==> config.mk <==
export PLATFORM = sky130hd
export DESIGN_NAME = counter_stream_checker_lane
export DESIGN_NICKNAME = d
export VERILOG_FILES = /design/src/rtl/counter_stream_checker.sv
export SDC_FILE = /design/constraint.sdc
export NUM_CORES = 1
export LEC_CHECK = 0
export ABC_AREA = 1
export BUFFER_PORTS_ARGS = -buffer_cell sky130_fd_sc_hd__buf_2
export CAP_MARGIN = 40
export CORE_MARGIN = 4
export CORE_UTILIZATION = 24
export DETAILED_ROUTE_END_ITERATION = 8
export GPL_TIMING_DRIVEN = 1
export SYNTH_ARGS = -nofsm -noshare
export SYNTH_HDL_FRONTEND = slang
export SYNTH_SLANG_ARGS = --single-unit
==> constraint.sdc <==
create_clock -name clk -period 2.1 [get_ports clk]
set_clock_uncertainty 0.05 [all_clocks]
set_input_delay 0.42 -clock clk [delete_from_list [all_inputs] [get_ports clk]]
set_output_delay 0.42 -clock clk [all_outputs]
set_load 0.01 [all_outputs]
==> src/rtl/counter_stream_checker.sv <==
// counter_stream_checker
//   Receive-side monitor for a bundle of free-running counters, each with a
//   parity bit. Every lane must advance by exactly 1 per cycle (mod 2^WIDTH),
//   and its parity bit must equal the XOR of the lane. Reports per-lane lock,
//   sticky sequence/parity flags, a saturating error-cycle count and a capture
//   of the first error seen.
//
//   Ports:
//     clk, rst          clock, async active-high reset
//     enable            checking enable; low returns every lane to UNLOCKED
//     counter[N][W]     counter lanes under test
//     tst[N]            parity bit per lane
//     clr_errors        synchronous clear of flags, count and capture
//     locked[N]         lane is LOCKED
//     seq_err/par_err   sticky per-lane sequence / parity error
//     err_count         cycles containing any error event, saturating
//     first_err_*       valid / lane / kind (1=parity) / counter value

// Per-lane acquisition FSM and event detection.
module counter_stream_checker_lane #(
    parameter int WIDTH = 32
) (
    input  logic             clk,
    input  logic             rst,
    input  logic             enable_i,
    input  logic [WIDTH-1:0] counter_i,
    input  logic             tst_i,
    output logic             locked_o,
    output logic             seq_ev_o,
    output logic             par_ev_o
);
    typedef enum logic [1:0] {UNLOCKED, ACQ, LOCKED} state_t;

    state_t           state_q;
    logic [WIDTH-1:0] prev_q;
    logic             step_ok;

    // Width of the sum is WIDTH, so all-ones + 1 wraps to 0 as required.
    assign step_ok  = (counter_i == prev_q + WIDTH'(1));
    assign seq_ev_o = enable_i && (state_q == LOCKED) && !step_ok;
    assign par_ev_o = enable_i && (tst_i != ^counter_i);

    always_ff @(posedge clk or posedge rst) begin
        if (rst) begin
            state_q  <= UNLOCKED;
            prev_q   <= '0;
            locked_o <= 1'b0;
        end else if (!enable_i) begin
            state_q  <= UNLOCKED;
            locked_o <= 1'b0;
        end else begin
            prev_q <= counter_i;
            case (state_q)
                UNLOCKED: begin
                    state_q  <= ACQ;
                    locked_o <= 1'b0;
                end
                ACQ: begin
                    if (step_ok) begin
                        state_q  <= LOCKED;
                        locked_o <= 1'b1;
                    end
                end
                LOCKED: begin
                    if (!step_ok) begin
                        state_q  <= ACQ;
                        locked_o <= 1'b0;
                    end
                end
                default: begin
                    state_q  <= UNLOCKED;
                    locked_o <= 1'b0;
                end
            endcase
        end
    end
endmodule


# ---- Word level (Yosys, flattened, before mapping)
# Index checks and enable logic that the tools add are counted.
dict set report classes {
  n_addsub 1
  n_reduce_logical 7
  n_eq_ne 6
  muxes 8
}
# cell count
set op_table {}
lappend op_table {{adder 32 x 1 -> 32 bit (second input constant)} 1}
lappend op_table {{equality test 32 bit} 1}
lappend op_table {{parity 32 bit} 1}
lappend op_table {{two-way mux 2 bit} 3}
lappend op_table {{inequality test 3 bit (second input constant)} 2}
lappend op_table {{one-hot mux 2 bit (3 select lines)} 1}
lappend op_table {{logical AND 1 bit} 3}
lappend op_table {{two-way mux 1 bit} 3}
lappend op_table {{equality test 2 x 1 -> 1 bit (second input constant)} 1}
lappend op_table {{equality test 2 bit (second input constant)} 1}
lappend op_table {{logical NOT 2 bit} 1}
lappend op_table {{one-hot mux 1 bit (2 select lines)} 1}
lappend op_table {{AND reduction 2 bit} 1}
lappend op_table {{logical NOT 1 bit} 1}
lappend op_table {{inequality test 1 bit} 1}
dict set report totals {
  word_cells 25
  in_bits 36
  regBits 35
}

# ---- Longest topological paths before layout
dict set report depth {
  depth_word 5
  mapped_depth 17
  mapped_depth_nobuf 17
}

# ---- Least setup slack after synthesis
# Ideal clock, no wire load.
dict set report synth_timing {
  kind {flip-flop to output port}
  from {reg prev_q[1]}
  to {out seq_ev_o}
  path_stages_with_launch 14
  arrival_time_ns 1.731
  path_slack_ns -0.101
  cell_sequence {dfrtp_1 > ha_1 > nand2_2 > nor2_4 > nand2_4 > nor2_4 > nand3_1 > nand2_1 > nand2_1 > nand2_1 > nor2_1 > nand2_1 > nor2_4 > a21oi_1}
}
dict set report synth_between {
  elab_chain_len 4
}
# element line
set synth_rtl {}
lappend synth_rtl {{start, declared} 35} ;# logic [WIDTH-1:0] prev_q;
lappend synth_rtl {{start signal, assigned} 52} ;# prev_q <= counter_i;
lappend synth_rtl {{adder 32 x 1 -> 32 bit} 39} ;# assign step_ok = (counter_i == prev_q + WIDTH'(1));
lappend synth_rtl {{equality test 32 bit} 39}
lappend synth_rtl {{logical NOT 1 bit} n/a}
lappend synth_rtl {{logical AND 1 bit} 40} ;# assign seq_ev_o = enable_i && (state_q == LOCKED) && !step_ok;
lappend synth_rtl {{end, declared} 29} ;# output logic seq_ev_o,
# No other way between the ends.

# ---- Worst setup path in the final report
# Same ends and word-level chain as after synthesis.

==> qor.txt <==
Worst slew pin tran - 0.483 ns
Yosys cell types - 27
Pre-Repair DR Iteration Count - 4
Cell Area, Synth - 3580 um2
CTS Root Buffer Type - clkbuf_16
Maximum clock frequency - 369 MHz
Largest net degree at the start of global routing - 36
Tot Pwr - 2640 uW
Post-Synth Simple-Gate Area - 47.1%
WP data required - 1.63 ns
Cells after synthesis - 583
Leak pwr - 0.00281 uW
Adder-cell share of the synthesized area - 0.350%
# DRC - 0
Part of the cycle the worst path needs - 129%
TritonCTS clock tree - yes
Die width - 130 um
Main combinational cell family by area after synthesis - simple AND/OR/NAND/NOR gates
Worst R2R Setup Slack - -0.15 ns
Xor/xnor cell area share of the yosys netlist - 15.3%
Die Ht - 130 um
CTS sink count - 35
H-tree depth - 2
CTS Hold Bufs - 0
GPL Wtd Cong - 0.909
Core Box Area - 14600 um2
Rel. slew slack - 67.8%
Vias in the first global route - 3812
Initial Utilization - 24.5%
Worst Setup End Kind - output pin
Clock buffer count from CTS - 5
Ys Warns - 0
Final min period - 2.71 ns
Gr usage total - 14.0%
Area grow syn2layout - 47.6%
First-pass GRT wire length - 18.7 mm
Critical Path Slowest Stage Cell - dfrtp_1
Port Buffer Count - 38
Clock tree buffer depth - 2
Share of layout cells above drive strength 1 - 32.0%
Post-DRT Antenna Nets - 0
CP Class - flop to output pin
DRT Wirelength - 11.3 mm
#FFs+latches synth - 35
Final Max Slew Viols - 0
Syn_nets - 620
Via density - 4.26
Syn Area/Cell - 6.13 um2
Crit start category - flop
Count of final setup violators - 5
Worst-path clk slew - 0.05 ns
CP Cell Sequence - ha_4 -> nand2_2 -> nor2_4 -> nand2_4 -> nor2_8 -> nand2_1 -> nand2_1 -> nand4_1 -> nor2_1 -> nand3_2 -> nor2_4 -> a21oi_2 -> buf_2
Antenna Cells - 0
Drt wl/cell - 12.2 um
Complex-gate fraction of the synthesized area - 4.62%
Hold Vio Cnt, Final - 0
Fin Hold WS - 0.194 ns
Worst Hold Class - input pin to async pin
Die area - 16900 um2
Max stage delay on crit path - 0.41 ns
Failing checks - negative setup slack
PwrDens - 500 nW/um2
Routed via count - 3955
Maximum VDD drop - 0.248 mV
Total I/O pin count - 39
Post-DP HPWL - 9.20 mm
Initial antenna violation count - 0
Seq/Total Area, Yosys - 24.5%
NumNets Final - 782
Worst-path fanout max - 7
Initial DRC Count - 211
Max-Cap Viols - 0
Commonest non-fill, non-tap cell in the layout - nand2_1
Mux contribution to synthesized area - 0%
Most frequent cells in the layout - 235 x nand2_1, 123 x buf_4, 66 x inv_1, 39 x nor2_1, 39 x nand3_1
Worst Path Arrival - 2.24 ns
RSZ-0062 raised after global routing - true
GR Overflow Total - 0
Outcome - finished, violations left
Worst-Skew Late Latency - 0.29 ns
Number of cell rows - 44
Final worst-path setup slack - -0.610 ns
cells by family (layout without fill, tap and decap cells):
logic type | after synthesis | after routing
flip-flops | 35 | 35
adder cells (fa/ha/maj) | 1 | 1
buffers and inverters | 77 | 238
XOR/XNOR | 61 | 61
AO/OA/AOI/OAI | 30 | 30
AND/OR/NAND/NOR | 379 | 379
routing by layer:
layer | vias up | track usage, % | wire, um
li1 | 2099 | - | -
met4 | 0 | 3.79 | 148
met1 | 1783 | 19.3 | 5580
met5 | - | 0 | 0
met3 | 8 | 1.68 | 426
met2 | 65 | 23.2 | 5170
path summary, 6_finish.rpt:
| path | startpoint | cells after the start | endpoint |
|---|---|---|---|
| worst max-delay path | prev_q[1] | 13 | seq_ev_o |
| worst min-delay path | rst | 3 | prev_q[9] |
| worst max register to register | prev_q[0] | 18 | state_q[0] |
| worst min register to register | prev_q[31] | 2 | prev_q[31] |
| max in group asynchronous | rst | 3 | prev_q[2] |
| min in group clk | counter_i[10] | 3 | prev_q[10] |
metrics by stage:
step | setup slack [ns] | util, % | cells | instance area [um2] | setup TNS [ns]
final | -0.610 | 36.2 | 928 | 5280 | -1.09
after global placement | -0.323 | 33.2 | 913 | 4840 | -0.890
after global routing | -0.754 | 36.2 | 928 | 5280 | -2.06
after CTS | -0.629 | 35.0 | 924 | 5110 | -1.34
after detailed placement | -0.372 | 33.2 | 913 | 4840 | -1.05
after floorplan | -0.0666 | - | 583 | 3580 | -0.0666
synthesized netlist by cell type:
| library cell | number | area (um2) |
|---|---|---|
| a21oi_1 | 3 | 15.0 |
| clkbuf_1 | 7 | 26.3 |
| clkinv_1 | 1 | 3.75 |
| dfrtp_1 | 35 | 876 |
| ha_1 | 1 | 12.5 |
| inv_1 | 66 | 248 |
| inv_2 | 3 | 11.3 |
| nand2_1 | 242 | 908 |
| nand2_2 | 5 | 31.3 |
| nand2_4 | 2 | 22.5 |
| nand3_1 | 42 | 210 |
| nand3_2 | 3 | 30.0 |
| nand3b_1 | 4 | 30.0 |
| nand4_1 | 5 | 31.3 |
| nor2_1 | 45 | 169 |
| nor2_2 | 13 | 81.3 |
| nor2_4 | 7 | 78.8 |
| nor2_8 | 2 | 40.0 |
| nor3_1 | 4 | 20.0 |
| nor3b_1 | 1 | 7.51 |
| o21ai_0 | 20 | 100 |
| o21ai_1 | 1 | 5.00 |
| o21bai_1 | 6 | 45.0 |
| or2_2 | 4 | 25.0 |
| xnor2_1 | 36 | 315 |
| xnor3_1 | 1 | 22.5 |
| xor2_1 | 24 | 210 |
sequential cells by signal (all words and copies together), names as in the netlist:
| register | flops |
|---|---|
| prev_q | 32 |
| locked_o | 1 |
| state_q | 2 |
what timing repair did:
item                                    in CTS  in global routing
endpoints found under the setup margin       5                  5
pin swaps                                   21                 24
setup buffers                                6                  4
resized for setup                           19                 33
gates cloned                                 0                  0
area by class of cell:
cell class / instances / area, um2
inverter: 70 / 263
sequential: 35 / 877
timing repair buffer: 162 / 1170
multi-input combinational: 471 / 2610
clock buffer: 6 / 129
fill: 1530 / 9310
tap: 184 / 230
report_power, final:
part | leakage (uW) | internal [uW] | switching (uW)
sequential | 0.000428 | 733 | 56.4
combinational | 0.00232 | 546 | 587
clock | 0.0000628 | 427 | 286
total | 0.00281 | 1710 | 930
critical path, delay by kind of cell, from the launching register on:
| family | cells | cell delay, ns |
|---|---|---|
| flip-flops | 1 | 0.41 |
| AO/OA/AOI/OAI | 1 | 0.06 |
| adder cells (fa/ha/maj) | 1 | 0.17 |
| AND/OR/NAND/NOR | 10 | 1.19 |
| buffers and inverters | 1 | 0.13 |
No activity file was read; power rests on OpenSTA's default activity.
